## config.mk

```make
export PLATFORM = sky130hd
export DESIGN_NAME = serve_controller
export DESIGN_NICKNAME = d
export VERILOG_FILES = /design/src/rtl/serve_controller.sv
export SDC_FILE = /design/constraint.sdc
export NUM_CORES = 1
export LEC_CHECK = 0
export BUFFER_PORTS_ARGS = -buffer_cell sky130_fd_sc_hd__buf_4
export CORE_AREA = 2 2 58 60
export CTS_BUF_LIST = sky130_fd_sc_hd__clkbuf_4
export CTS_CLUSTER_SIZE = 16
export DETAILED_ROUTE_END_ITERATION = 16
export DIE_AREA = 0 0 60 62
export PLACE_DENSITY_LB_ADDON = 0.08
export SYNTH_ARGS = -nofsm -noshare
export SYNTH_HDL_FRONTEND = slang
export SYNTH_SLANG_ARGS = --single-unit
```

## constraint.sdc

```tcl
create_clock -name clk -period 3 [get_ports clk]
set_input_delay 0 -clock clk [delete_from_list [all_inputs] [get_ports clk]]
set_output_delay 0 -clock clk [all_outputs]
set_load 0.02 [all_outputs]
```

## src/rtl/serve_controller.sv

```systemverilog
// serve_controller: captures the selected request, dispatches it over valid/ack, pops the source queue, then cools down.
// Optional request abandonment is compiled in when the TIMEOUT_EN macro is defined.
module serve_controller #(
  parameter int ZONE_W       = 8,
  parameter int PRIO_W       = 2,
  parameter int TIMEOUT_CYC  = 15,
  parameter int COOLDOWN_CYC = 2
) (
  input  logic              clk,
  input  logic              rst,
  input  logic              In_Valid,
  input  logic              In_Boost,
  input  logic [PRIO_W-1:0] In_Priority,
  input  logic [ZONE_W-1:0] In_Zone,
  input  logic              In_Select_Shelter,
  input  logic              Unit_Ack,
  output logic              Dispatch_Valid,
  output logic              Dispatch_Boost,
  output logic [PRIO_W-1:0] Dispatch_Priority,
  output logic [ZONE_W-1:0] Dispatch_Zone,
  output logic              Dispatch_Src,
  output logic              Serve_Shelter,
  output logic              Serve_Food,
  output logic              Busy,
  output logic              Timeout_Err,
  output logic [15:0]       Served_Count
);

  typedef enum logic [1:0] {IDLE, REQ, SERVE, COOL} state_e;

  localparam int                COOL_W    = $clog2(COOLDOWN_CYC + 1);
  localparam logic [COOL_W-1:0] COOL_LOAD = COOL_W'(COOLDOWN_CYC - 1);

  state_e              state_q;
  logic                dispatch_valid_q;
  logic                dispatch_boost_q;
  logic [PRIO_W-1:0]   dispatch_prio_q;
  logic [ZONE_W-1:0]   dispatch_zone_q;
  logic                dispatch_src_q;
  logic                serve_shelter_q;
  logic                serve_food_q;
  logic                busy_q;
  logic                timeout_err_q;
  logic [15:0]         served_count_q;
  logic [COOL_W-1:0]   cool_cnt_q;

`ifdef TIMEOUT_EN
  localparam int               REQ_W    = $clog2(TIMEOUT_CYC + 1);
  localparam logic [REQ_W-1:0] REQ_LAST = REQ_W'(TIMEOUT_CYC - 1);
  logic [REQ_W-1:0]            req_cnt_q;
`endif

  // NOTE: state lives in one clocked block with non-blocking assignments so every
  // register updates from the same pre-edge values; blocking here would chain them.
  always_ff @(posedge clk) begin
    if (rst) begin
      state_q          <= IDLE;
      dispatch_valid_q <= 1'b0;
      dispatch_boost_q <= 1'b0;
      dispatch_prio_q  <= '0;
      dispatch_zone_q  <= '0;
      dispatch_src_q   <= 1'b0;
      serve_shelter_q  <= 1'b0;
      serve_food_q     <= 1'b0;
      busy_q           <= 1'b0;
      timeout_err_q    <= 1'b0;
      served_count_q   <= '0;
      cool_cnt_q       <= '0;
`ifdef TIMEOUT_EN
      req_cnt_q        <= '0;
`endif
    end else begin
      // Strobes are single-cycle unless a transition below re-asserts them.
      serve_shelter_q <= 1'b0;
      serve_food_q    <= 1'b0;
      timeout_err_q   <= 1'b0;

      case (state_q)
        IDLE: begin
          if (In_Valid) begin
            dispatch_boost_q <= In_Boost;
            dispatch_prio_q  <= In_Priority;
            dispatch_zone_q  <= In_Zone;
            dispatch_src_q   <= In_Select_Shelter;
            dispatch_valid_q <= 1'b1;
            busy_q           <= 1'b1;
            state_q          <= REQ;
`ifdef TIMEOUT_EN
            req_cnt_q        <= '0;
`endif
          end
        end
        REQ: begin
          if (Unit_Ack) begin
            dispatch_valid_q <= 1'b0;
            serve_shelter_q  <= dispatch_src_q;
            serve_food_q     <= ~dispatch_src_q;
            state_q          <= SERVE;
          end
`ifdef TIMEOUT_EN
          // Ack is tested first, so an ack on the expiring cycle still serves.
          else if (req_cnt_q == REQ_LAST) begin
            dispatch_valid_q <= 1'b0;
            busy_q           <= 1'b0;
            timeout_err_q    <= 1'b1;
            state_q          <= IDLE;
          end else begin
            req_cnt_q <= req_cnt_q + 1'b1;
          end
`endif
        end
        SERVE: begin
          if (served_count_q != 16'hFFFF) begin
            served_count_q <= served_count_q + 16'd1;
          end
          cool_cnt_q <= COOL_LOAD;
          state_q    <= COOL;
        end
        COOL: begin
          if (cool_cnt_q == '0) begin
            busy_q  <= 1'b0;
            state_q <= IDLE;
          end else begin
            cool_cnt_q <= cool_cnt_q - 1'b1;
          end
        end
        default: state_q <= IDLE;
      endcase
    end
  end

  assign Dispatch_Valid    = dispatch_valid_q;
  assign Dispatch_Boost    = dispatch_boost_q;
  assign Dispatch_Priority = dispatch_prio_q;
  assign Dispatch_Zone     = dispatch_zone_q;
  assign Dispatch_Src      = dispatch_src_q;
  assign Serve_Shelter     = serve_shelter_q;
  assign Serve_Food        = serve_food_q;
  assign Busy              = busy_q;
  assign Served_Count      = served_count_q;
`ifdef TIMEOUT_EN
  assign Timeout_Err       = timeout_err_q;
`else
  assign Timeout_Err       = 1'b0;
`endif

endmodule
```

* Yosys cells after proc, flatten, opt, wreduce, memory -nomap -nowiden
Cells that the tools add are included.
** Storage, ports and cells
- Bits in writable memories :: 0
- Register bits :: 36
- Output and inout port bits :: 33
- Input bits :: 16
- Memories :: 0
- Logic and storage cells :: 47
- Latch bits :: 0
- Bits in read-only memories :: 0
** Operators by class
- $lt $le $gt $ge :: 0
- Reduce and logical (&&, ||, !) cells :: 12
- Bitwise logic cells :: 3
- Multipliers :: 0
- Shift-type cells :: 0
- Add/sub/neg operators :: 2
- Equality and inequality tests :: 8
- Multiplexer cells :: 11
- Divide/modulo/power cells :: 0
** Operators by type and width (number)
- $add A16 B1 Y16 const B :: 1
- $ne A16 B16 Y1 const B :: 1
- $reduce_and A3 Y1 :: 3
- $mux W2 :: 4
- $ne A2 B2 Y1 const B :: 4
- $pmux W2 S4 :: 1
- $reduce_and A2 Y1 :: 3
- $reduce_bool A2 Y1 :: 3
- $eq A2 B2 Y1 const B :: 2
- $logic_not A2 Y1 :: 2
- $pmux W1 S2 :: 2
- $pmux W2 S2 :: 1
- $mux W1 :: 3
- $not A1 Y1 :: 3
- $reduce_or A3 Y1 :: 1
- $eq A2 B1 Y1 const B :: 1
- $sub A2 B1 Y2 const B :: 1

* Longest topological paths before layout
- Depth after elaboration :: 3
- Depth in mapped cells :: 7
- Depth with buffers taken out :: 6

* Worst setup path after synthesis
No wires, ideal clock.
- Kind :: reg-to-reg
- Start point :: register state_q[0]
- End point :: register served_count_q[11], in the netlist Served_Count[11]
- Path slack :: 1184 ps
- Clock period less this slack :: 1816 ps
- Data arrival time :: 1745 ps
- Buffers on the path :: 1
- Cell stages (with the launch flop) :: 8
- Setup time :: 70 ps
- Required time :: 2930 ps
- Cells stage by stage :: dfxtp_1 -> inv_1 -> ha_1 -> nand4_1 -> or2_1 -> buf_6 -> or4_1 -> a21oi_1
** Between the ends
- Longest elaborated chain between the ends :: 2
** Ends and longest elaborated chain
- start: declaration :: RTL line 34 : state_e state_q;
- start signal: assignment :: RTL line 57 : state_q <= IDLE;
- start signal: assignment :: RTL line 87 : state_q <= REQ;
- start signal: assignment :: RTL line 98 : state_q <= SERVE;
- $eq A2 B2 Y1 :: RTL line 78 : case (state_q)
- $reduce_and A2 Y1 (no line)
- end signal: assignment :: RTL line 114 : served_count_q <= served_count_q + 16'd1;
- end: declaration :: RTL line 44 : logic [15:0] served_count_q;
Every way passes these cells.
A chain may end at the register's enable or synchronous reset.

* Worst setup path in the final report
- Start point :: register served_count_q[11], in the netlist Served_Count[11]
- End point :: register served_count_q[0], in the netlist Served_Count[0]
** Between the ends
- Longest elaborated chain between the ends :: 2
** Ends and longest elaborated chain
- $ne A16 B16 Y1 :: RTL line 113 : if (served_count_q != 16'hFFFF) begin
- $reduce_and A2 Y1 (no line)
Every way passes these cells.

==> key figures <==
Critical path
  – Worst r2r path cells: 4
  – R2r endpoint: Served_Count[0]$_SDFFE_PP0P_
  – Setup CP Type: reg2reg
  – Worst r2r src: Served_Count[11]$_SDFFE_PP0P_
  – Crit path max-delay family: simple AND/OR/NAND/NOR gates
  – Buffers & Inverters on Critical Path: 0
  – Setup crit start kind: register
  – Cell Chain, Critical Path: nand4_2 -> nor4_4 -> nor2b_1 -> mux2_2
  – Critical path fanouts, max: 17
  – Crit path largest cell delay: slightly above 0.7 ns
  – Worst path slowest cell: nor4_4
  – Required @ worst endpoint: about 3.2 ns
  – Crit path DAT: about 2.2 ns
  – Crit. End Element: register
  – R2R setup slack: 0.99 ns

Synthesis
  – Seq/Total Area, Yosys: a little over two fifths
  – Mean Syn Cell Area: between 8 and 9 um2
  – Synth Net Count: around 230
  – Post-synthesis cell count: approximately 200
  – Flops & latches, synth: 36
  – Synth top area share: a little over two fifths
  – Synth warn: 0
  – Synthesized area: 1684 um2
  – Yosys cell types: 41
  – Cell type with the highest aggregate area in the netlist: dfxtp_1
  – Synth area leaders: dfxtp_1 43%, nand2_1 7.8%, a21oi_1 7.4%

Min path
  – Worst hold path endpoint: Dispatch_Valid$_SDFFE_PP0P_
  – Worst hold path depth: 2
  – Hold wc startpoint: rst
  – Min-Delay Path Class: in2reg

Timing
  – Final Cycle Share: between 60% and 70%
  – Setup TNS: 0 ns
  – Count of final hold-check violations: 0
  – Setup violators final: 0
  – Worst clock skew: 0.008462 ns
  – RSZ-0062 raised after global routing: no
  – Worst Tran Pin Value: around 0.70 ns
  – Slew Limit Fails: 0
  – WHS: approximately 0.07 ns
  – Max-slew headroom: between 50% and 60%
  – Final min period: 2.005 ns
  – Max Freq: roughly 500 MHz

Global route
  – Initial antenna violation count: 0
  – Routing usage on met2: a little under 40%
  – Vias in the first global route: 1397
  – Met3 Use GR: around 6.6%
  – Busiest grt layer: met2
  – Global-route wire length before repair: ~6200 um
  – Tot GR Track Use: 22.66%
  – Gr ovfl total: 0
  – Pin count of the biggest net entering global routing: 39
  – GRT met1 Usage: between 20% and 30%

Layout
  – Synthesis-to-layout area growth: 31.13%
  – Commonest cells after routing, fill and taps aside: 47 x buf_4, 36 x dfxtp_1, 35 x nand2_1, 25 x a21oi_1, 14 x nor2_1
  – Share of layout cells above drive strength 1: 23.94%
  – Fillers: between 200 and 300
  – # nets final: roughly 280
  – Ant. Diodes: 0
  – Area of the multi-input gates: 869.6 um2
  – Sequential cell area: ~700 um2
  – Commonest non-fill, non-tap cell in the layout: buf_4

Floorplanning
  – Die ar.: ~3700 um2
  – Die X: approximately 60 um
  – Row Count: 21
  – I/O Pins: slightly below 50
  – Core area: 3179 um2
  – Initial Util: 52.97%
  – Die Y: 62 um

Detailed routing
  – Number of detailed-route iterations in the first pass: 4
  – Detailed-route vias per instance: between 5 and 6
  – Detail Route Antenna Nets: 0
  – Final wirelength: a little under 4000 um
  – Drt initial violations: 59
  – Drt wl/cell: roughly 13 um
  – DRC: 0
  – Via count: approximately 1600

Clock network
  – Root Buffer: clkbuf_4
  – CTS clk-pin slew, worst paths: 0.11 ns
  – Clock buffer depth: 2
  – Worst skew pair latency: approximately 0.34 ns
  – CTS tree: built
  – Max H-tree Level: 2
  – Num CTS Buffers: 5
  – Clock sink count: 36

Run status
  – Run status: complete, no violations

Power and ir drop
  – PwrDens: about 570 nW/um2
  – Static Leakage: roughly 0.91 nW
  – Maximum VDD drop: 0.3893 mV

Placement
  – I/O Buffers: 47
  – GPL Wtd Cong: approximately 0.88
  – Post-DP HPWL: about 2600 um

Job
  – Max cap viols: 0
## kinds of logic (layout without fill, tap and decap cells)
group / after synthesis / count (layout) / share of synthesized area (%)
flip-flops: 36 / 36 / 42.79
buffers and inverters: 19 / 75 / 5.572
multiplexers: 3 / 3 / 1.857
other: 1 / 1 / 0.2227
AND/OR/NAND/NOR: 94 / 94 / 29.27
AO/OA/AOI/OAI: 43 / 43 / 15.08
adder cells (fa/ha/maj): 7 / 7 / 5.200
## per-stage QoR
stage          power [mW]  cell area, um2  std cells  utilization [%]  setup slack, ns
6_report            1.265            2208        305            69.46           0.9947
4_1_cts             1.278            2208        305            69.46           0.9787
3_3_place_gp       0.9962            2027        284            63.75            1.079
3_5_place_dp        1.018            2027        284            63.75            1.003
2_1_floorplan      0.8801            1684        203                -            1.184
5_1_grt             1.359            2208        305            69.46           0.7709
## how the worst max path moves through the flow
stage,startpoint,endpoint,slack [ns],cells past startpoint
after floorplan,state_q[0]$_SDFFE_PP0P_,Served_Count[11]$_SDFFE_PP0P_,1.18,7
after global placement,state_q[0]$_SDFFE_PP0P_,Served_Count[14]$_SDFFE_PP0P_,1.08,6
after detailed placement,Served_Count[11]$_SDFFE_PP0P_,Served_Count[0]$_SDFFE_PP0P_,1.00,4
after CTS,Served_Count[11]$_SDFFE_PP0P_,Served_Count[0]$_SDFFE_PP0P_,0.98,4
after global routing,Served_Count[11]$_SDFFE_PP0P_,Served_Count[0]$_SDFFE_PP0P_,0.77,4
final,Served_Count[11]$_SDFFE_PP0P_,Served_Count[0]$_SDFFE_PP0P_,0.99,4
## layer usage
metal | vias up | share of wire (%)
li1 | 824 | -
met1 | 736 | 44
met2 | 45 | 50
met3 | 5 | 5.0
met4 | 0 | 1.1
met5 | - | 0
## Yosys cell counts
master	count
a211oi_1	3
a21oi_1	25
a22oi_1	1
a2bb2oi_1	2
and2_0	1
and3_1	1
and3b_1	1
and4_1	1
and4_2	1
buf_1	2
buf_2	3
buf_4	1
buf_6	2
clkbuf_1	4
conb_1	1
dfxtp_1	36
ha_1	7
inv_1	7
mux2_2	1
mux2i_1	2
nand2_1	35
nand2b_1	3
nand3_1	4
nand4_1	8
nand4_2	1
nor2_1	14
nor2b_1	3
nor3_1	6
nor3_2	1
nor3b_1	1
nor4_1	1
nor4_4	1
o211ai_1	1
o21ai_0	6
o21ba_2	1
o221a_2	1
o31ai_1	3
or2_1	1
or3_1	6
or3_2	1
or4_1	3
## what timing repair did
action	CTS	global route
hold endpoints to repair	15	0
resized for setup	0	0
hold buffers	13	0
buffers inserted	0	0
## flip-flops by register name, summed over array words and instances (netlist names)
signal,count
Serve_Food,1
cool_cnt_q,2
Dispatch_Boost,1
Busy,1
Served_Count,16
Dispatch_Valid,1
Serve_Shelter,1
Dispatch_Priority,2
Dispatch_Src,1
Dispatch_Zone,8
state_q,2
## cell type report
cell class                      instances  area share [%]
Clock inverter                          3          0.6232
Clock buffer                            5           1.700
Inverter                                7           1.190
Multi-Input combinational cell        148           39.38
Sequential cell                        36           32.63
Tap cell                               46           2.606
Timing Repair Buffer                   60           21.87
## report_power, final
| group | internal [mW] | switching (mW) |
|---|---|---|
| sequential | 0.540 | 0.0435 |
| clock | 0.0860 | 0.160 |
| combinational | 0.190 | 0.247 |
| total | 0.815 | 0.450 |
Note: power is estimated with default switching activity, not from simulation.
